`config.mk`:
```
export PLATFORM = sky130hd
export DESIGN_NAME = mic_microsequencer
export DESIGN_NICKNAME = d
export VERILOG_FILES = /design/src/rtl/mic_microsequencer.sv
export SDC_FILE = /design/constraint.sdc
export NUM_CORES = 1
export LEC_CHECK = 0
export ABC_AREA = 1
export ABC_CLOCK_PERIOD_IN_PS = 1550
export BUFFER_PORTS_ARGS = -buffer_cell sky130_fd_sc_hd__buf_2
export CAP_MARGIN = 20
export CORE_MARGIN = 2
export CORE_UTILIZATION = 45
export CTS_CLUSTER_SIZE = 10
export DETAILED_ROUTE_END_ITERATION = 7
export PLACE_DENSITY = 0.76
export SKIP_CTS_REPAIR_TIMING = 1
export SYNTH_ARGS = -nofsm -noshare
export SYNTH_HDL_FRONTEND = slang
export SYNTH_SLANG_ARGS = --single-unit
```
`constraint.sdc`:
```
create_clock -name clock -period 1.55 [get_ports clock]
set_input_delay 0 -clock clock [delete_from_list [all_inputs] [get_ports clock]]
set_output_delay 0 -clock clock [all_outputs]
set_load 0.03 [all_outputs]
```
`src/rtl/mic_microsequencer.sv`:
```
// Microprogram sequencer: owns the MPC and forms the next microaddress
// from next_address, JAM bits, ALU flags and MBR, with start/halt/stall.
// Ports:
//   clock, reset (sync, active-high), start
//   next_address[8:0], jam[2:0] {JMPC,JAMN,JAMZ}, alu_n, alu_z, mbr[7:0]
//   mem_busy
//   mpc[8:0], mir_load, running, halted, n_flag, z_flag
//   step_count[CNT_W-1:0]
module mic_microsequencer #(
  parameter logic [8:0] START_ADDR = 9'h000,
  parameter logic [8:0] HALT_ADDR  = 9'h1FF,
  parameter int         CNT_W      = 16
) (
  input  logic             clock,
  input  logic             reset,
  input  logic             start,
  input  logic [8:0]       next_address,
  input  logic [2:0]       jam,
  input  logic             alu_n,
  input  logic             alu_z,
  input  logic [7:0]       mbr,
  input  logic             mem_busy,
  output logic [8:0]       mpc,
  output logic             mir_load,
  output logic             running,
  output logic             halted,
  output logic             n_flag,
  output logic             z_flag,
  output logic [CNT_W-1:0] step_count
);

  typedef enum logic [1:0] {
    IDLE,
    RUN,
    STALL,
    HALTED
  } state_t;

  state_t     state;
  logic       hi;
  logic [7:0] lo;
  logic [8:0] nxt;

  // JAMN and JAMZ both feed bit 8; JMPC ORs the whole MBR byte.
  always_comb begin
    hi  = next_address[8]
        | (jam[1] & alu_n)
        | (jam[0] & alu_z);
    lo  = next_address[7:0]
        | (jam[2] ? mbr : 8'h00);
    nxt = {hi, lo};
  end

  // Only output allowed to see the inputs combinationally.
  assign mir_load = (state == RUN) & ~mem_busy;
  assign running  = (state == RUN) | (state == STALL);
  assign halted   = (state == HALTED);

  always_ff @(posedge clock) begin
    if (reset) begin
      state      <= IDLE;
      mpc        <= START_ADDR;
      n_flag     <= 1'b0;
      z_flag     <= 1'b0;
      step_count <= '0;
    end else begin
      unique case (state)
        IDLE, HALTED: begin
          if (start) begin
            state      <= RUN;
            mpc        <= START_ADDR;
            step_count <= '0;
          end
        end
        RUN: begin
          if (mem_busy) begin
            state <= STALL;
          end else begin
            mpc    <= nxt;
            n_flag <= alu_n;
            z_flag <= alu_z;
            if (!(&step_count))
              step_count <= step_count + 1'b1;
            if (nxt == HALT_ADDR)
              state <= HALTED;
          end
        end
        STALL: begin
          // Held microinstruction re-executes once back in RUN.
          if (!mem_busy)
            state <= RUN;
        end
        default: state <= IDLE;
      endcase
    end
  end

endmodule

```
# Word level (Yosys, flattened, before mapping)
# Cells that the tools add are included.
[totals]
ff_bits = 29
inputBits = 26
out_inout_bits = 30
word_cells = 44
[classes]
add_sub_neg = 1
n_eq_ne = 9
n_mux = 13
bitwise = 8
reduce_logical = 8
[op_table]
columns = ["operator", "count"]
rows = [
  ["$mux 16", 3],
  ["$pmux 16 s2", 1],
  ["$mux 9", 2],
  ["$pmux 9 s2", 1],
  ["$add 16x1->16 const B", 1],
  ["$reduce_and 16->1", 1],
  ["$eq 9x9->1 const B", 1],
  ["$mux 2", 4],
  ["$mux 8", 1],
  ["$ne 2x2->1 const B", 4],
  ["$or 8x8->8", 1],
  ["$pmux 2 s3", 1],
  ["$reduce_and 3->1", 2],
  ["$eq 2x2->1 const B", 2],
  ["$reduce_and 4->1", 1],
  ["$and 1x1->1", 3],
  ["$ne 3x2->1 const B", 1],
  ["$or 1x1->1", 3],
  ["$eq 2x1->1 const B", 1],
  ["$logic_not 2->1", 1],
  ["$reduce_and 2->1", 1],
  ["$reduce_bool 2->1", 1],
  ["$reduce_or 2->1", 1],
  ["$not 1->1", 1],
]

# Depth between registers and ports, before layout
[logic_depth]
depth_word = 7
depth_mapped = 11

# Worst setup path before layout
# No wires, ideal clock.
[synth_path]
path_type = "register to register"
from = "register state[0]"
to = "register step_count[1]"
setup_ns = 0.114
arrival_ns = 1.688
required_time_ns = 1.436
slack_ns = -0.252
stages_incl_launch_ff = 11
synth_period_minus_slack_ns = 1.802
path_cell_list = "dfxtp_1 > inv_1 > ha_1 > inv_1 > nor2_4 > nor2_8 > inv_4 > o21ai_4 > inv_2 > o21ai_1 > nor2_1"
[synth_between]
elab_chain_cells = 4
[synth_lines]
columns = ["item", "line", "rtl"]
rows = [
  ["start, declared", "39", "state_t state;"],
  ["start signal, assigned", "61", "state <= IDLE;"],
  ["start signal, assigned", "70", "state <= RUN;"],
  ["start signal, assigned", "77", "state <= STALL;"],
  ["$eq 2x2->1 or $logic_not 2->1 (tied branches)", "67", "unique case (state)"],
  ["$reduce_or 2->1", "67", ""],
  ["$ne 2x2->1 (no line) or $reduce_bool 2->1 (tied branches)", "--", ""],
  ["$reduce_and 4->1 (no line)", "--", ""],
  ["end signal, assigned", "83", "step_count <= step_count + 1'b1;"],
  ["end, declared", "29", "output logic [CNT_W-1:0] step_count"],
]
# Parallel ways exist; a longest one is shown, timed or not.
# A chain may end at the register's enable or synchronous reset.

# Final worst setup path
[layout_path]
from = "register state[0]"
to = "register step_count[15]"
# Same word-level chain as after synthesis.

==> load_flow_metrics.sql <==
INSERT INTO impl_metrics (metric_group, metric, value, unit) VALUES
('drt', 'detail_route.vias_per_cell', '4.75', ''),
('critical_path', 'crit_slowest_cell', 'dfxtp_4', ''),
('global_routing', 'grt_max_degree', '16', ''),
('synthesis', 'synth_ff_type', 'dfxtp_1', ''),
('floorplan', 'floorplan.die_area', '0.00427', 'mm²'),
('critical_path', 'cp.arrival', '1.67', 'ns'),
('sta', 'post-route-worst-setup-slack', '0.0541', 'ns'),
('floorplan', 'die_width', '65.4', 'µm'),
('flow_run', 'max_cap_violations', '0', ''),
('global_routing', 'via_count_of_the_first_global_routing_pass', '1618', ''),
('final_layout', 'most-common-layout-cells', 'nand2_1 (79), buf_2 (55), nor2_1 (31)', ''),
('synthesis', 'flops_latches_synth', '29', ''),
('final_layout', 'finish.net_count', '358', ''),
('synthesis', 'synth-edff-count', '0', ''),
('synthesis', 'synthAdderAreaFrac', '2.95', '%'),
('sta', 'timing.hold.ws', '-0.0331', 'ns'),
('cts', 'numCtsBuffers', '5', ''),
('synthesis', 'synth_simple_gate_area_share', '40.0', '%'),
('drt', 'total_vias_in_the_final_route', '1789', ''),
('critical_path', 'crit_path_max_incr_delay', '0.38', 'ns'),
('global_routing', 'grt_usage', '19.9', '%'),
('final_layout', 'antenna-diode-count', '0', ''),
('critical_path', 'path_common_cell', 'nor2_1', ''),
('outcome', 'outcome', 'complete, but fails checks', ''),
('sta', 'slew_headroom', '80.4', '%'),
('drt', 'routed_wire_length_per_instance', '10.3', 'µm'),
('placed_design', 'placed_wire_length_estimate', '2.95', 'mm'),
('critical_path', 'critPathLaunch', 'state[0]', ''),
('synthesis', 'yosys_cell_types', '31', ''),
('sta', 'finalSetupViolations', '0', ''),
('power_and_ir_drop', 'vdd.ir_drop.worst', '584', 'µV'),
('critical_path', 'endpoint_required_time_on_the_critical_path', '1.72', 'ns'),
('synthesis', 'postSynthCellCount', '252', ''),
('global_routing', 'grt_first_pass_wirelength', '6.64', 'mm'),
('floorplan', 'initial_utilization', '46.7', '%'),
('floorplan', 'die_h', '65.4', 'µm'),
('synthesis', 'synth.yosys.warnings', '0', ''),
('final_layout', 'layout.area.seq', '591', 'µm²'),
('critical_path', 'crit_chain', 'inv_4 > ha_4 > o21ai_4 > nor2_8 > buf_6 > nand4_1 > nor2_1 > nor2_1', ''),
('cts', 'clock_sinks', '29', ''),
('power_and_ir_drop', 'power_per_cell_area', '1350', 'mW/mm²'),
('final_layout', 'layout.cells.most_common', 'nand2_1', ''),
('cts', 'clock_tree.root_cell', 'clkbuf_8', ''),
('cts', 'ctsLongestPathBuffers', '2', ''),
('critical_path', 'setup.worst_path.class', 'reg -> reg', ''),
('floorplan', 'area_of_the_core', '0.00363', 'mm²'),
('sta', 'fin_skew', '0.00533', 'ns'),
('sta', 'peak_freq', '0.668', 'GHz'),
('cts', 'clk_pin_slew', '0.06', 'ns'),
('synthesis', 'synth_top_family_by_area', 'simple AND/OR/NAND/NOR gates', ''),
('outcome', 'violated_checks', 'hold timing', ''),
('drt', 'drc', '0', ''),
('critical_path', 'critPathBufInv', '2', ''),
('final_layout', 'syn_to_layout_area_delta', '37.4', '%'),
('sta', 'hold_viol_final', '1', ''),
('placed_design', 'port-buffer-count', '55', ''),
('final_layout', 'finalInstanceArea', '0.00233', 'mm²'),
('critical_path', 'timing.critical_path.from_type', 'register', ''),
('synthesis', 'synth.avg_cell_area', '6.73', 'µm²'),
('synthesis', 'synth.area.mux_share', '0', '%'),
('cts', 'clkLatencyLatePin', '0.28', 'ns'),
('cts', 'h-tree-depth', '2', ''),
('synthesis', 'synthTopCellsByArea', 'dfxtp_1 (34%), nand2_1 (17%), nor2_1 (6.9%)', ''),
('placed_design', 'pre_cts_ws', '-0.0205', 'ns'),
('critical_path', 'critical-path-top-delay-family', 'simple AND/OR/NAND/NOR gates', ''),
('drt', 'drtPass1Iterations', '4', ''),
('power_and_ir_drop', 'p_leak', '0.00110', 'µW'),
('synthesis', 'synth_fp_nets', '282', ''),
('critical_path', 'worstReg2RegStart', 'state[0]', ''),
('sta', 'layout_min_cycle_time', '1.50', 'ns'),
('synthesis', 'synth_compound_gate_area_share', '11.5', '%');
-- per-layer routing --
metal / part of all wire [%] / vias up / global-route usage (%) / wire length [µm]
met5: 0 / - / 0 / 0
met4: 2.0 / 0 / 8.85 / 78
met3: 4.1 / 9 / 5.48 / 158
met2: 49 / 41 / 34.2 / 1890
met1: 45 / 799 / 22.9 / 1740
li1: - / 940 / - / -
-- stage by stage --
step	hold slack, ns	setup TNS (ns)	power, µW	utilization (%)	cells
6_report	-0.0331	0	3140	64.1	377
5_1_grt	0.00561	-0.0740	3340	64.1	377
4_1_cts	-0.0477	-0.0717	2980	61.1	371
3_5_place_dp	0.250	-0.0290	2270	58.3	363
3_3_place_gp	0.240	0	2260	58.3	363
2_1_floorplan	0.0495	0	1950	-	252
-- sequential cells by signal (all words and copies together) (netlist names) --
name / count
mpc: 9
n_flag: 1
state: 2
step_count: 16
z_flag: 1
-- path summary, 6_finish.rpt --
check	end	slack, ns	cells past startpoint
setup / recovery	step_count[15]	0.05	8
hold / removal	n_flag	-0.03	3
setup reg to reg	step_count[15]	0.05	8
hold reg to reg	mpc[1]	0.46	2
-- cell usage after synthesis (all sizes together), types with 2 or more instances --
| cell type | n |
|---|---|
| a21oi | 22 |
| buf | 3 |
| dfxtp | 29 |
| ha | 4 |
| inv | 35 |
| nand2 | 82 |
| nand3 | 10 |
| nand4 | 7 |
| nor2 | 40 |
| nor3 | 2 |
| o21ai | 8 |
| o21bai | 2 |
| xor2 | 2 |
-- worst min-delay path: stages --
cell,delay (ns)
buf_2,0.09
nor2_1,0.04
nor2_1,0.09
-- cells by family (layout without fill, tap and decap cells) --
family	Yosys count	count (layout)
adder cells (fa/ha/maj)	4	4
XOR/XNOR	3	3
AND/OR/NAND/NOR	145	145
AO/OA/AOI/OAI	32	32
buffers and inverters	39	116
flip-flops	29	29
-- power by group --
| group | total, µW | switching [µW] | internal, µW |
|---|---|---|---|
| Clock | 678 | 278 | 400 |
| Sequential | 938 | 88.2 | 850 |
| Combinational | 1530 | 943 | 584 |
-- cell type report --
class | count | area share, %
flip-flops and latches | 29 | 25.3
clock inverters | 1 | 0.215
repair buffers | 73 | 18.0
clock buffers | 7 | 4.14
well taps | 48 | 2.58
multi-input cells | 184 | 43.3
inverters | 35 | 6.39
No activity file was read; power rests on OpenSTA's default activity.
